$ cat src/rtl/lenet_pkg.sv
// Shared LeNet engine constants and the input-loader state encoding.
package lenet_pkg;

    localparam int unsigned DATA_W    = 32;
    localparam int unsigned FRAC_BITS = 16;
    localparam int unsigned PIX_W     = 8;
    localparam int unsigned IMG_SZ    = 28;
    localparam int unsigned PAD       = 2;
    localparam int unsigned INPUT_SZ  = IMG_SZ + 2 * PAD;
    localparam int unsigned ADDR_W    = 10;

    localparam int unsigned LAYER1_SZ = 28;
    localparam int unsigned LAYER2_SZ = 14;
    localparam int unsigned LAYER3_SZ = 10;
    localparam int unsigned LAYER4_SZ = 5;

    typedef enum logic [1:0] {
        LD_IDLE,
        LD_WAIT_ENG,
        LD_FILL,
        LD_FINISH
    } loader_state_t;

endpackage

$ cat src/rtl/pad_scan_counter.sv
// Raster row/column scan over the padded plane, flagging the active interior
// window and the final scan position.
module pad_scan_counter
    import lenet_pkg::*;
#(
    parameter int unsigned SZ     = INPUT_SZ,
    parameter int unsigned BORDER = PAD,
    parameter int unsigned IMG    = IMG_SZ,
    parameter int unsigned CNT_W  = $clog2(INPUT_SZ)
) (
    input  logic             clk,
    input  logic             reset,
    input  logic             clear,
    input  logic             advance,
    output logic [CNT_W-1:0] row,
    output logic [CNT_W-1:0] col,
    output logic             interior,
    output logic             last_pos
);

    localparam logic [CNT_W-1:0] LO  = CNT_W'(BORDER);
    localparam logic [CNT_W-1:0] HI  = CNT_W'(BORDER + IMG - 1);
    localparam logic [CNT_W-1:0] MAX = CNT_W'(SZ - 1);

    logic [CNT_W-1:0] row_q;
    logic [CNT_W-1:0] col_q;

    always_ff @(posedge clk or posedge reset) begin
        if (reset) begin
            row_q <= '0;
            col_q <= '0;
        end else if (clear) begin
            row_q <= '0;
            col_q <= '0;
        end else if (advance) begin
            if (col_q == MAX) begin
                col_q <= '0;
                row_q <= (row_q == MAX) ? '0 : row_q + CNT_W'(1);
            end else begin
                col_q <= col_q + CNT_W'(1);
            end
        end
    end

    assign row      = row_q;
    assign col      = col_q;
    assign interior = (row_q >= LO) && (row_q <= HI) && (col_q >= LO) && (col_q <= HI);
    assign last_pos = (row_q == MAX) && (col_q == MAX);

endmodule

$ cat src/rtl/input_loader.sv
// Streams a 28x28 pixel frame into the zero-padded 32x32 input SRAM plane as
// Q16.16 words, then pulses done to start the engine.
module input_loader #(
    parameter int unsigned DATA_W    = lenet_pkg::DATA_W,
    parameter int unsigned ADDR_W    = lenet_pkg::ADDR_W,
    parameter int unsigned IMG_SZ    = lenet_pkg::IMG_SZ,
    parameter int unsigned PAD       = lenet_pkg::PAD,
    parameter int unsigned INPUT_SZ  = lenet_pkg::INPUT_SZ,
    parameter int unsigned PIX_W     = lenet_pkg::PIX_W,
    parameter int unsigned FRAC_BITS = lenet_pkg::FRAC_BITS
) (
    input  logic              clk,
    input  logic              reset,
    input  logic              load_start,
    input  logic              engine_busy,
    input  logic              s_valid,
    output logic              s_ready,
    input  logic [PIX_W-1:0]  s_data,
    input  logic              s_last,
    output logic [ADDR_W-1:0] mem_addr,
    output logic              mem_we,
    output logic [DATA_W-1:0] mem_din,
    output logic              busy,
    output logic              done,
    output logic              frame_err
);

    import lenet_pkg::*;

    localparam int unsigned CNT_W     = $clog2(INPUT_SZ);
    localparam int unsigned PIX_CNT_W = $clog2(IMG_SZ * IMG_SZ);
    localparam int unsigned Q_SHIFT   = FRAC_BITS - PIX_W;
    localparam logic [PIX_CNT_W-1:0] LAST_PIX = PIX_CNT_W'(IMG_SZ * IMG_SZ - 1);

    loader_state_t         state_q;
    logic [PIX_CNT_W-1:0]  pix_q;
    logic                  frame_err_q;
    logic                  busy_q;
    logic                  done_q;
    logic                  mem_we_q;
    logic [ADDR_W-1:0]     mem_addr_q;
    logic [DATA_W-1:0]     mem_din_q;

    logic [CNT_W-1:0]      row;
    logic [CNT_W-1:0]      col;
    logic                  interior;
    logic                  last_pos;
    logic                  in_fill;
    logic                  handshake;
    logic                  advance;
    logic                  scan_clear;

    // Border positions advance every cycle; interior positions wait for a pixel.
    assign in_fill    = (state_q == LD_FILL);
    assign s_ready    = in_fill && interior;
    assign handshake  = s_ready && s_valid;
    assign advance    = in_fill && (!interior || s_valid);
    assign scan_clear = (state_q == LD_IDLE);

    pad_scan_counter #(
        .SZ     (INPUT_SZ),
        .BORDER (PAD),
        .IMG    (IMG_SZ),
        .CNT_W  (CNT_W)
    ) u_scan (
        .clk      (clk),
        .reset    (reset),
        .clear    (scan_clear),
        .advance  (advance),
        .row      (row),
        .col      (col),
        .interior (interior),
        .last_pos (last_pos)
    );

    always_ff @(posedge clk or posedge reset) begin
        if (reset) begin
            state_q     <= LD_IDLE;
            pix_q       <= '0;
            frame_err_q <= 1'b0;
            busy_q      <= 1'b0;
            done_q      <= 1'b0;
            mem_we_q    <= 1'b0;
            mem_addr_q  <= '0;
            mem_din_q   <= '0;
        end else begin
            mem_we_q <= 1'b0;
            done_q   <= 1'b0;
            case (state_q)
                LD_IDLE: begin
                    if (load_start) begin
                        frame_err_q <= 1'b0;
                        pix_q       <= '0;
                        busy_q      <= 1'b1;
                        state_q     <= engine_busy ? LD_WAIT_ENG : LD_FILL;
                    end
                end
                LD_WAIT_ENG: begin
                    if (!engine_busy) begin
                        state_q <= LD_FILL;
                    end
                end
                LD_FILL: begin
                    if (advance) begin
                        mem_we_q   <= 1'b1;
                        mem_addr_q <= ADDR_W'(32'(row) * INPUT_SZ + 32'(col));
                        mem_din_q  <= interior ? (DATA_W'(s_data) << Q_SHIFT) : '0;
                        if (last_pos) begin
                            state_q <= LD_FINISH;
                        end
                    end
                    // s_last must coincide exactly with the final pixel of the frame.
                    if (handshake) begin
                        pix_q <= pix_q + PIX_CNT_W'(1);
                        if (s_last != (pix_q == LAST_PIX)) begin
                            frame_err_q <= 1'b1;
                        end
                    end
                end
                LD_FINISH: begin
                    done_q  <= 1'b1;
                    busy_q  <= 1'b0;
                    state_q <= LD_IDLE;
                end
                default: begin
                    state_q <= LD_IDLE;
                    busy_q  <= 1'b0;
                end
            endcase
        end
    end

    assign mem_addr  = mem_addr_q;
    assign mem_we    = mem_we_q;
    assign mem_din   = mem_din_q;
    assign busy      = busy_q;
    assign done      = done_q;
    assign frame_err = frame_err_q;

endmodule

$ cat config.mk
export PLATFORM = sky130hd
export DESIGN_NAME = input_loader
export DESIGN_NICKNAME = d
export VERILOG_FILES = /design/src/rtl/lenet_pkg.sv /design/src/rtl/pad_scan_counter.sv /design/src/rtl/input_loader.sv
export SDC_FILE = /design/constraint.sdc
export NUM_CORES = 1
export LEC_CHECK = 0
export BUFFER_PORTS_ARGS = -buffer_cell sky130_fd_sc_hd__buf_2
export CAP_MARGIN = 0
export CELL_PAD_IN_SITES_DETAIL_PLACEMENT = 1
export CELL_PAD_IN_SITES_GLOBAL_PLACEMENT = 1
export CORE_MARGIN = 2
export CORE_UTILIZATION = 38
export CTS_CLUSTER_DIAMETER = 50
export DETAILED_ROUTE_END_ITERATION = 16
export PLACE_DENSITY = 0.71
export SETUP_SLACK_MARGIN = 0.05
export SYNTH_ARGS = -nofsm -noshare
export SYNTH_HDL_FRONTEND = slang
export SYNTH_SLANG_ARGS = --single-unit
$ cat constraint.sdc
create_clock -name clk -period 7.3 [get_ports clk]
set_input_delay 0.365 -clock clk [delete_from_list [all_inputs] [get_ports clk]]
set_output_delay 0.365 -clock clk [all_outputs]
set_load 0.05 [all_outputs]
### Yosys cells after proc, flatten, opt, wreduce, memory -nomap -nowiden

Index checks and enable logic that the tools add are counted.

* bits in registers: 68
* bits in latches: 0
* memory bits (writable): 0
* ROM bits: 0
* input bits: 14
* output and inout port bits: 47
* logic and storage cells: 77
* memories kept: 0

* add/subtract/negate cells: 4
* $mul: 0
* div/mod/pow operators: 0
* order comparisons: 4
* equality and inequality tests: 13
* shift-type cells: 0
* mux-type cells: 26
* bitwise gates (word level): 0
* reductions and logical operators: 20

Operators by type and width (number)
* $mux W5: 7
* $mux W10: 2
* $pmux W10 S2: 1
* $mux W16: 1
* $add A10 B1 Y10 const B: 1
* $add A10 B5 Y10: 1
* $add A5 B1 Y5 const B: 2
* $eq A10 B10 Y1 const B: 1
* $eq A5 B5 Y1 const B: 2
* $ge A5 B2 Y1 const B: 2
* $le A5 B5 Y1 const B: 2
* $mux W2: 5
* $pmux W2 S4: 1
* $reduce_and A4 Y1: 2
* $reduce_bool A2 Y1: 4
* $logic_and A1 B1 Y1: 7
* $mux W1: 7
* $ne A2 B1 Y1 const B: 3
* $ne A2 B2 Y1 const B: 3
* $reduce_and A2 Y1: 3
* $eq A2 B2 Y1 const B: 2
* $pmux W1 S2: 2
* $reduce_and A3 Y1: 1
* $eq A2 B1 Y1 const B: 1
* other kinds (4): 4

### Logic depth before layout (Yosys ltp)

Gate-level depths: netlist of the first run.

* word-level depth: 9
* gate-level depth with buffers: 11

### By module

A second synthesis of the first run with hierarchy kept.

* cells, all modules: 269
* area total of the unflattened synthesis: 2527.4 µm²

Modules (own cells, without submodules)
* input_loader: times used 1, cells an instance 196, area an instance 1861.8 µm², sequential area each 850.8 µm²
* pad_scan_counter: times used 1, cells an instance 73, area an instance 665.6 µm², sequential area each 250.2 µm²

### Least setup slack after synthesis of the first run

No wires, ideal clock.

* path kind: reg-to-output
* start point: register u_scan.row_q[1] (netlist: u_scan.row[1])
* end point: output s_ready
* arrival: 2.105 ns
* setup slack: 4.830 ns
* cell stages (with the launch flop): 8
* path buffers: 1
* cell sequence: dfrtp_1 -> inv_1 -> ha_1 -> nand4b_1 -> a21oi_1 -> or4_1 -> buf_4 -> nor2_1

* cells in the longest elaborated chain, start to end: 5
* elaborated cells on any way between the ends: 6
* those cells by class: order compare: 2; reduce/logical: 4

Ends and longest elaborated chain
* from (decl): RTL line pad_scan_counter.sv:25 `logic [CNT_W-1:0] row_q;`
* from (signal assigned): RTL line pad_scan_counter.sv:38 `row_q <= (row_q == MAX) ? '0 : row_q + CNT_W'(1);`
* $ge A5 B2 Y1 / $le A5 B5 Y1 (equally long branches): RTL line pad_scan_counter.sv:47 `assign interior = (row_q >= LO) && (row_q <= HI) && (col_q >= LO) && (col_q <= HI);`
* $logic_and A1 B1 Y1 (*) (3 in a row): RTL line pad_scan_counter.sv:47
* $logic_and A1 B1 Y1 (*): RTL line input_loader.sv:55 `assign s_ready = in_fill && interior;`
* to (decl): RTL line input_loader.sv:17 `output logic s_ready,`

Mark *: on every way between the ends. The rest lies on a longest branch, timed or not.

### Worst setup path in the final report of the first run

* start point: register u_scan.col_q[0] (netlist: u_scan.col[0])
* end point: register u_scan.col_q[2] (netlist: u_scan.col[2])

* cells in the longest elaborated chain, start to end: 7
* elaborated cells on any way between the ends: 13
* those cells by class: add/sub: 1; order compare: 2; eq/ne: 1; mux: 3; reduce/logical: 6

Ends and longest elaborated chain
* from (decl): RTL line pad_scan_counter.sv:26 `logic [CNT_W-1:0] col_q;`
* from (signal assigned): RTL line pad_scan_counter.sv:40 `col_q <= col_q + CNT_W'(1);`
* $ge A5 B2 Y1: RTL line pad_scan_counter.sv:47
* $logic_and A1 B1 Y1 (2 in a row): RTL line pad_scan_counter.sv:47
* $logic_not A1 Y1: RTL line input_loader.sv:57 `assign advance = in_fill && (!interior || s_valid);`
* $logic_or A1 B1 Y1: RTL line input_loader.sv:57
* $logic_and A1 B1 Y1: RTL line input_loader.sv:57
* $reduce_bool A2 Y1 (no line)

Parallel ways exist; a longest one is shown, timed or not. The select of a mux whose other input is x is not followed.
A chain may end at the register's enable or synchronous reset.

==> metrics.csv, run 1 <==
stage;metric;value;unit
routing;Initial DRT Pass Iterations;4;
clocking;Clock Latency Late Sink;0.30;ns
setup_path;Critical Path RT;7.51;ns
power;power share of the clock group;20.3;%
setup_path;Critical-path top delay cell;or4_1;
clocking;PostCTS Resize Cnt;0;
place;Post-Place Setup Slack;4.43;ns
sta;final worst slack;4.43;ns
sta;Clock Skews;0.00630;ns
setup_path;Worst setup startpoint;u_scan.col[0]$_DFFE_PP0P_;
final_layout;nets;315;
final_layout;fill cell total of the finished layout;760;
final_layout;most frequent cells in the layout;dfrtp_1, buf_2, conb_1, nand2_1, ha_1;
power;internal cell power;0.000402;W
global_route;vias in the first global route;1898;
sta;Tmin final;2.87;ns
hold_path;Hold WC Path Type;in2async;
final_layout;layout cell share with drive strength beyond 1;18.4;%
logic_synthesis;Post-synth EDFFs;0;
setup_path;Crit Path Max Fanout;32;
clocking;maximum root-to-sink buffer count;2;
floorplanning;IO Pins;61;
setup_path;Max stage delay on crit path;0.51;ns
logic_synthesis;Seq/Total Area, Yosys;43.6;%
floorplanning;Initial Util;39.5;%
global_route;wire length of the first global-routing pass;9870;um
job;Max-Cap Viols;0;
final_layout;# diodes;0;
final_layout;Area Overhead vs Synth;8.73;%
power;combinational power share;39.9;%
sta;Hold Fails Final Rpt;0;
final_layout;post-route cell area;0.00274;mm^2
routing;vias;1975;
clocking;Worst-path clk slew;0.08;ns
clocking;H-tree levels;2;
setup_path;Largest delay share family, worst path;simple AND/OR/NAND/NOR gates;
logic_synthesis;Mapped Area;0.00252;mm^2
setup_path;Worst Setup Path Type;reg2reg;
global_route;total track usage;17.0;%
logic_synthesis;Yosys top cell by area;dfrtp_1;
global_route;largest net degree at the start of global routing;45;
sta;Final setup viols;0;
sta;Slew HR;45.8;%
routing;WL final;5850;um
floorplanning;core box area;0.00639;mm^2
global_route;total grt overflow;0;
place;Final Wtd Congestion;0.722;
setup_path;RR Startpoint;u_scan.col[0]$_DFFE_PP0P_;
logic_synthesis;post-synth cell types;45;
routing;remaining antenna violation count after routing;0;
logic_synthesis;cells after synthesis;256;
logic_synthesis;Most used DFF post-synth;dfrtp_1;
power;Switch Pwr;0.000317;W
clocking;Post-CTS Setup Inserts;0;
routing;DRC marker count from the first detailed-route iteration;106;
power;Leak;1.40;nW
logic_synthesis;Syn. warnings;0;
logic_synthesis;register bit count reported by yosys;44;
sta;Slew Limit Fails;0;
logic_synthesis;Mean Syn Cell Area;9.86;um^2
routing;residual DRC count;0;
logic_synthesis;ys async rst share;100;%
routing;drt via density;5.41;
run_status;outcome;complete, no violations;
sta;max frequency;349;MHz
global_route;antenna violations before repair;0;
setup_path;startpoint class of the critical path;register;
place;placed cell area;0.00267;mm^2
sta;RSZ-0062 raised after global routing;false;
place;DP HPWL;4160;um
power;sequential power share;39.8;%
setup_path;number of buffers and inverters on the critical path;2;
clocking;CTS tree;built;
sta;period utilization;39.3;%
setup_path;Worst Path Arrival;3.08;ns
logic_synthesis;post-synth top area share;43.6;%
floorplanning;die area;0.00731;mm^2
floorplanning;FP Rows;29;
clocking;CTS sink cnt;44;
place;PortBufs;36;
power;VDD IR-drop max;0.000136;V
setup_path;kind of end point of the critical path;register;
logic_synthesis;main area contributors after synthesis;dfrtp_1, buf_4, ha_1, a22o_1, mux2_2;
floorplanning;die height;85.5;um
sta;Slew @ Worst Pin;0.806;ns
power;Switching Fraction;44.0;%
power;PwrDens;262;mW/mm^2
setup_path;most used cell, CP;or4_1;
final_layout;commonest non-fill, non-tap cell in the layout;dfrtp_1;
clocking;Root Driver;clkbuf_8;
floorplanning;Chip Width;85.5;um
routing;WL/cell;16.0;um
setup_path;Cell Chain, Critical Path;inv_1 > ha_1 > or4_1 > nor2_1 > or4_1 > o21ai_2 > buf_4 > or4b_1 > a21oi_1;
sta;final setup TNS;0;ns
clocking;hold buffer count at cts;0;
clocking;number of CTS-inserted buffers;5;
[sequential cells by signal, indices dropped and copies added (netlist names)]
register	flops
busy	1
mem_addr	10
mem_we	1
frame_err	1
state_q	2
pix_q	10
u_scan.col	5
u_scan.row	5
mem_din	8
done	1
[metrics by stage]
| step | total power, W | util [%] | std cells | hold WS [ns] |
|---|---|---|---|---|
| 2_1_floorplan | 0.000521 | - | 279 | 0.498 |
| 3_3_place_gp | 0.000573 | 41.8 | 358 | 0.458 |
| 3_5_place_dp | 0.000581 | 41.8 | 358 | 0.465 |
| 4_1_cts | 0.000730 | 43.0 | 365 | 0.224 |
| 5_1_grt | 0.000771 | 43.0 | 365 | 0.267 |
| 6_report | 0.000719 | 43.0 | 365 | 0.200 |
[cells by family after synthesis]
group / Yosys count / synth area share, %
xor+xnor: 2 / 0.694
simple gates: 80 / 17.7
other cells: 1 / 0.149
compound gates: 56 / 15.4
buf+inv: 49 / 11.3
flops: 44 / 43.6
fa+ha+maj: 13 / 6.45
mux: 11 / 4.71
[final cells by class]
type	instances	area [um^2]	share of cell area, %
Multi-Input combinational cell	186	1220	44.6
Sequential cell	44	1100	40.1
Timing Repair Buffer	38	195	7.11
Tap cell	77	96.3	3.51
Clock buffer	6	72.6	2.64
Inverter	13	48.8	1.78
Clock inverter	1	5.00	0.182
[worst paths after layout]
check | to | slack [ns] | cells after the start
setup / recovery | u_scan.col[2]$_DFFE_PP0P_ | 4.43 | 9
hold / removal | mem_din[14]$_DFFE_PP0P_ | 0.20 | 3
setup reg to reg | u_scan.col[2]$_DFFE_PP0P_ | 4.43 | 9
hold reg to reg | mem_addr[6]$_DFFE_PP0P_ | 0.48 | 2
max in group asynchronous | pix_q[6]$_DFFE_PP0P_ | 6.71 | 3
min in group clk | mem_din[11]$_DFFE_PP0P_ | 0.28 | 2
[worst register-to-register path: stages (launching register included)]
cell	delay [ns]
dfrtp_1	0.48
inv_1	0.11
ha_1	0.20
or4_1	0.51
nor2_1	0.16
or4_1	0.31
o21ai_2	0.07
buf_4	0.26
or4b_1	0.50
a21oi_1	0.16
[cell usage after synthesis, types with 4 or more instances]
library cell   n
or4_1          6
mux2i_1        4
o211ai_1       4
a21oi_1       12
buf_4         26
a22o_1         8
nand3_1       11
ha_1          13
inv_1         12
and2_1         6
dfrtp_1       44
a31oi_1        4
nand2_1       15
o21ai_0       11
nor2_1        11
mux2_2         6
and3_1         9
nand4_1        4
nor4_1         5
clkbuf_1       8
[per-layer routing]
metal	track usage, %	vias to the layer above	part of all wire, %
met2	26.6	47	46
li1	-	941	-
met5	0	-	0
met4	5.19	0	1.4
met1	24.0	980	49
met3	3.18	7	3.8
[power by group through the flow]
stage | sequential [W] | combinational [W] | clock, W
final | 0.000286 | 0.000287 | 0.000146
after global placement | 0.000289 | 0.000284 | 0
after global routing | 0.000290 | 0.000322 | 0.000160
after CTS | 0.000286 | 0.000291 | 0.000153
after detailed placement | 0.000292 | 0.000289 | 0
after floorplan | 0.000324 | 0.000197 | 0
Note: power is estimated with default switching activity, not from simulation.
==> inputs of run 2 (changes only) <==
clock period = 2.9 ns   (was 7.3 ns; I/O delays follow)
==> run 2 against run 1 <==
Combinational power increased to 2.7 times the previous value. Setup slack got worse by 4.2 ns. Clock power increased to 3.5 times the previous value. Sequential share of layout area decreased by 1.6 points. Wire length increased by 0.77%. Global-route usage increased by 0.54 points. Critical path depth unchanged. Core utilization increased by 1.8 points. Register-to-register slack got worse by 4.2 ns. Largest power group unchanged. Highest routed layer unchanged.
==> metrics.csv, run 2 (same netlist as run 1, synthesis figures left out) <==
stage;metric;value;unit;change
run_status;outcome;complete, no violations;;
setup_path;Crit Path Max Fanout;9;;-72%
routing;remaining antenna violation count after routing;0;;unchanged
clocking;CTS sink cnt;44;;unchanged
job;Max-Cap Viols;0;;unchanged
floorplanning;FP Rows;29;;unchanged
final_layout;fill cell total of the finished layout;756;;-0.53%
final_layout;combined area of the multi-input logic cells;0.00122;mm^2;unchanged
place;PortBufs;36;;unchanged
routing;residual DRC count;0;;unchanged
sta;RSZ-0062 raised after global routing;false;;
global_route;antenna violations before repair;0;;unchanged
clocking;Worst-path clk slew;0.09;ns;about the same
floorplanning;IO Pins;61;;unchanged
clocking;Clock Latency Late Sink;0.31;ns;about the same
power;Leak;1.46;nW;+4.6%
sta;Final setup viols;0;;unchanged
sta;final setup TNS;0;ns;unchanged
setup_path;Reg2Reg Setup Slack;0.27;ns;-4.16 ns
setup_path;Reg-to-Reg End;u_scan.row[3]$_DFFE_PP0P_;;
setup_path;most used cell, CP;or4_1;;
place;placed cell count;366;;+2.2%
final_layout;commonest non-fill, non-tap cell in the layout;dfrtp_1;;
clocking;PostCTS Resize Cnt;0;;unchanged
final_layout;most frequent cells in the layout;dfrtp_1, buf_2, conb_1, nand2_1, ha_1;;
setup_path;Worst Setup Path Type;reg2reg;;
sta;period utilization;90.7;%;+51 points
power;internal cell power;0.00117;W;+190%
sta;Tmin final;2.63;ns;-0.238 ns
power;Switching Fraction;41.8;%;-2.3 points
setup_path;Critical-path top delay cell;or4_1;;
hold_path;Hold WC Path Type;in2reg;;
final_layout;nets;324;;+2.9%
global_route;largest net degree at the start of global routing;26;;-42%
global_route;total grt overflow;0;;unchanged
setup_path;Worst Path Arrival;2.87;ns;-0.21 ns
place;Final Wtd Congestion;0.765;;+6.0%
setup_path;Max stage delay on crit path;0.52;ns;about the same
floorplanning;die area;0.00731;mm^2;unchanged
setup_path;Worst setup startpoint;u_scan.col[0]$_DFFE_PP0P_;;
routing;DRC marker count from the first detailed-route iteration;94;;-11%
global_route;vias in the first global route;2096;;+10%
routing;Initial DRT Pass Iterations;4;;unchanged
final_layout;layout cell share with drive strength beyond 1;21.1;%;+2.7 points
clocking;CTS tree;built;;
power;sequential power share;35.7;%;-4.1 points
power;Switch Pwr;0.000838;W;+160%
clocking;H-tree levels;2;;unchanged
final_layout;Area Overhead vs Synth;13.2;%;
power;VDD IR-drop max;0.000463;V;+240%
setup_path;Worst Setup EP;u_scan.row[3]$_DFFE_PP0P_;;
setup_path;Critical Path RT;3.14;ns;-4.37 ns
sta;Slew HR;51.7;%;+5.8 points
routing;WL final;5890;um;+0.77%
floorplanning;core box area;0.00639;mm^2;unchanged
setup_path;RR Startpoint;u_scan.col[0]$_DFFE_PP0P_;;
global_route;total track usage;17.5;%;+0.54 points
sta;Slew @ Worst Pin;0.721;ns;-0.0850 ns
final_layout;Reg area;0.00110;mm^2;unchanged
routing;drt via density;5.38;;-0.55%
setup_path;kind of end point of the critical path;register;;
clocking;Root Driver;clkbuf_8;;
sta;hold slack;0.0461;ns;-0.154 ns
setup_path;Cell Chain, Critical Path;inv_1 > ha_1 > or4_1 > nor2_1 > or4_1 > buf_4 > o211ai_4 > or4_1 > a21oi_1;;
setup_path;startpoint class of the critical path;register;;
final_layout;Final Core Density;44.7;%;+1.8 points
floorplanning;Chip Width;85.5;um;unchanged
sta;max frequency;380;MHz;+9.1%
routing;vias;2018;;+2.2%
global_route;wire length of the first global-routing pass;10300;um;+4.8%
power;power share of the clock group;25.5;%;+5.2 points
sta;Hold Fails Final Rpt;0;;unchanged
sta;Clock Skews;0.00961;ns;+0.00331 ns
clocking;maximum root-to-sink buffer count;2;;unchanged
power;combinational power share;38.8;%;-1.1 points
sta;Slew Limit Fails;0;;unchanged
floorplanning;die height;85.5;um;unchanged
final_layout;# diodes;0;;unchanged
power;PwrDens;702;mW/mm^2;+170%
clocking;number of CTS-inserted buffers;5;;unchanged
routing;WL/cell;15.7;um;-1.9%
floorplanning;Initial Util;39.5;%;unchanged
setup_path;cells on worst reg2reg path;9;;unchanged
final_layout;Non-Filler Instances;375;;+2.7%
hold_path;hold path depth;2;;
place;DP HPWL;4300;um;+3.4%
## run 2: cell types whose count changed in the layout (fill, tap and decap cells not counted), sizes merged
cell / delta
dlygate4sd3: +1
buf: +8
bufinv: +1
## run 2: what timing repair did
action,in CTS,in global routing
buffers inserted,0,0
hold endpoints to repair,19,0
hold buffers,1,0
## run 2: power groups by stage
| stage | clock, W | combinational [W] | sequential, W |
|---|---|---|---|
| floorplan | 0 | 0.000496 | 0.000815 |
| global placement | 0 | 0.000764 | 0.000727 |
| detailed placement | 0 | 0.000777 | 0.000728 |
| CTS | 0.000522 | 0.000788 | 0.000718 |
| global route | 0.000542 | 0.000861 | 0.000727 |
| finish | 0.000511 | 0.000778 | 0.000716 |
## run 2: through the flow
stage | power [W] | cell area [um^2] | worst slack [ns]
5_1_grt | 0.00213 | 2860 | 0.0815
2_1_floorplan | 0.00131 | 2610 | 0.549
3_5_place_dp | 0.00151 | 2730 | 0.260
6_report | 0.00201 | 2860 | 0.270
3_3_place_gp | 0.00149 | 2730 | 0.359
4_1_cts | 0.00203 | 2860 | 0.235
## run 2: how the worst min path moves through the flow
stage          startpoint                       to  slack (ns)
6_report        s_data[5]  mem_din[13]$_DFFE_PP0P_        0.05
5_1_grt         s_data[5]  mem_din[13]$_DFFE_PP0P_        0.04
4_1_cts         s_data[3]  mem_din[11]$_DFFE_PP0P_        0.04
3_5_place_dp        reset  mem_din[14]$_DFFE_PP0P_        0.20
3_3_place_gp        reset  mem_din[14]$_DFFE_PP0P_        0.20
2_1_floorplan   s_data[2]  mem_din[10]$_DFFE_PP0P_        0.28
## run 2: cell type report
cell class | count | share of cell area (%)
Multi-Input combinational cell | 186 | 42.9
Sequential cell | 44 | 38.5
Timing Repair Buffer | 47 | 9.28
Tap cell | 77 | 3.37
Clock buffer | 6 | 2.89
Inverter | 13 | 1.71
Clock inverter | 2 | 1.36
## run 2: critical path: cells and delay by family (launching register included)
family | cells | cell delay [ns]
AO/OA/AOI/OAI | 2 | 0.28
buffers and inverters | 2 | 0.25
adder cells (fa/ha/maj) | 1 | 0.20
flip-flops | 1 | 0.47
AND/OR/NAND/NOR | 4 | 1.36
## run 2: per-layer routing
metal / track usage [%] / up-vias / routed length (um)
li1: - / 957 / -
met1: 22.6 / 995 / 2670
met2: 29.0 / 55 / 2810
met3: 4.04 / 11 / 301
met4: 6.20 / 0 / 116
met5: 0 / - / 0
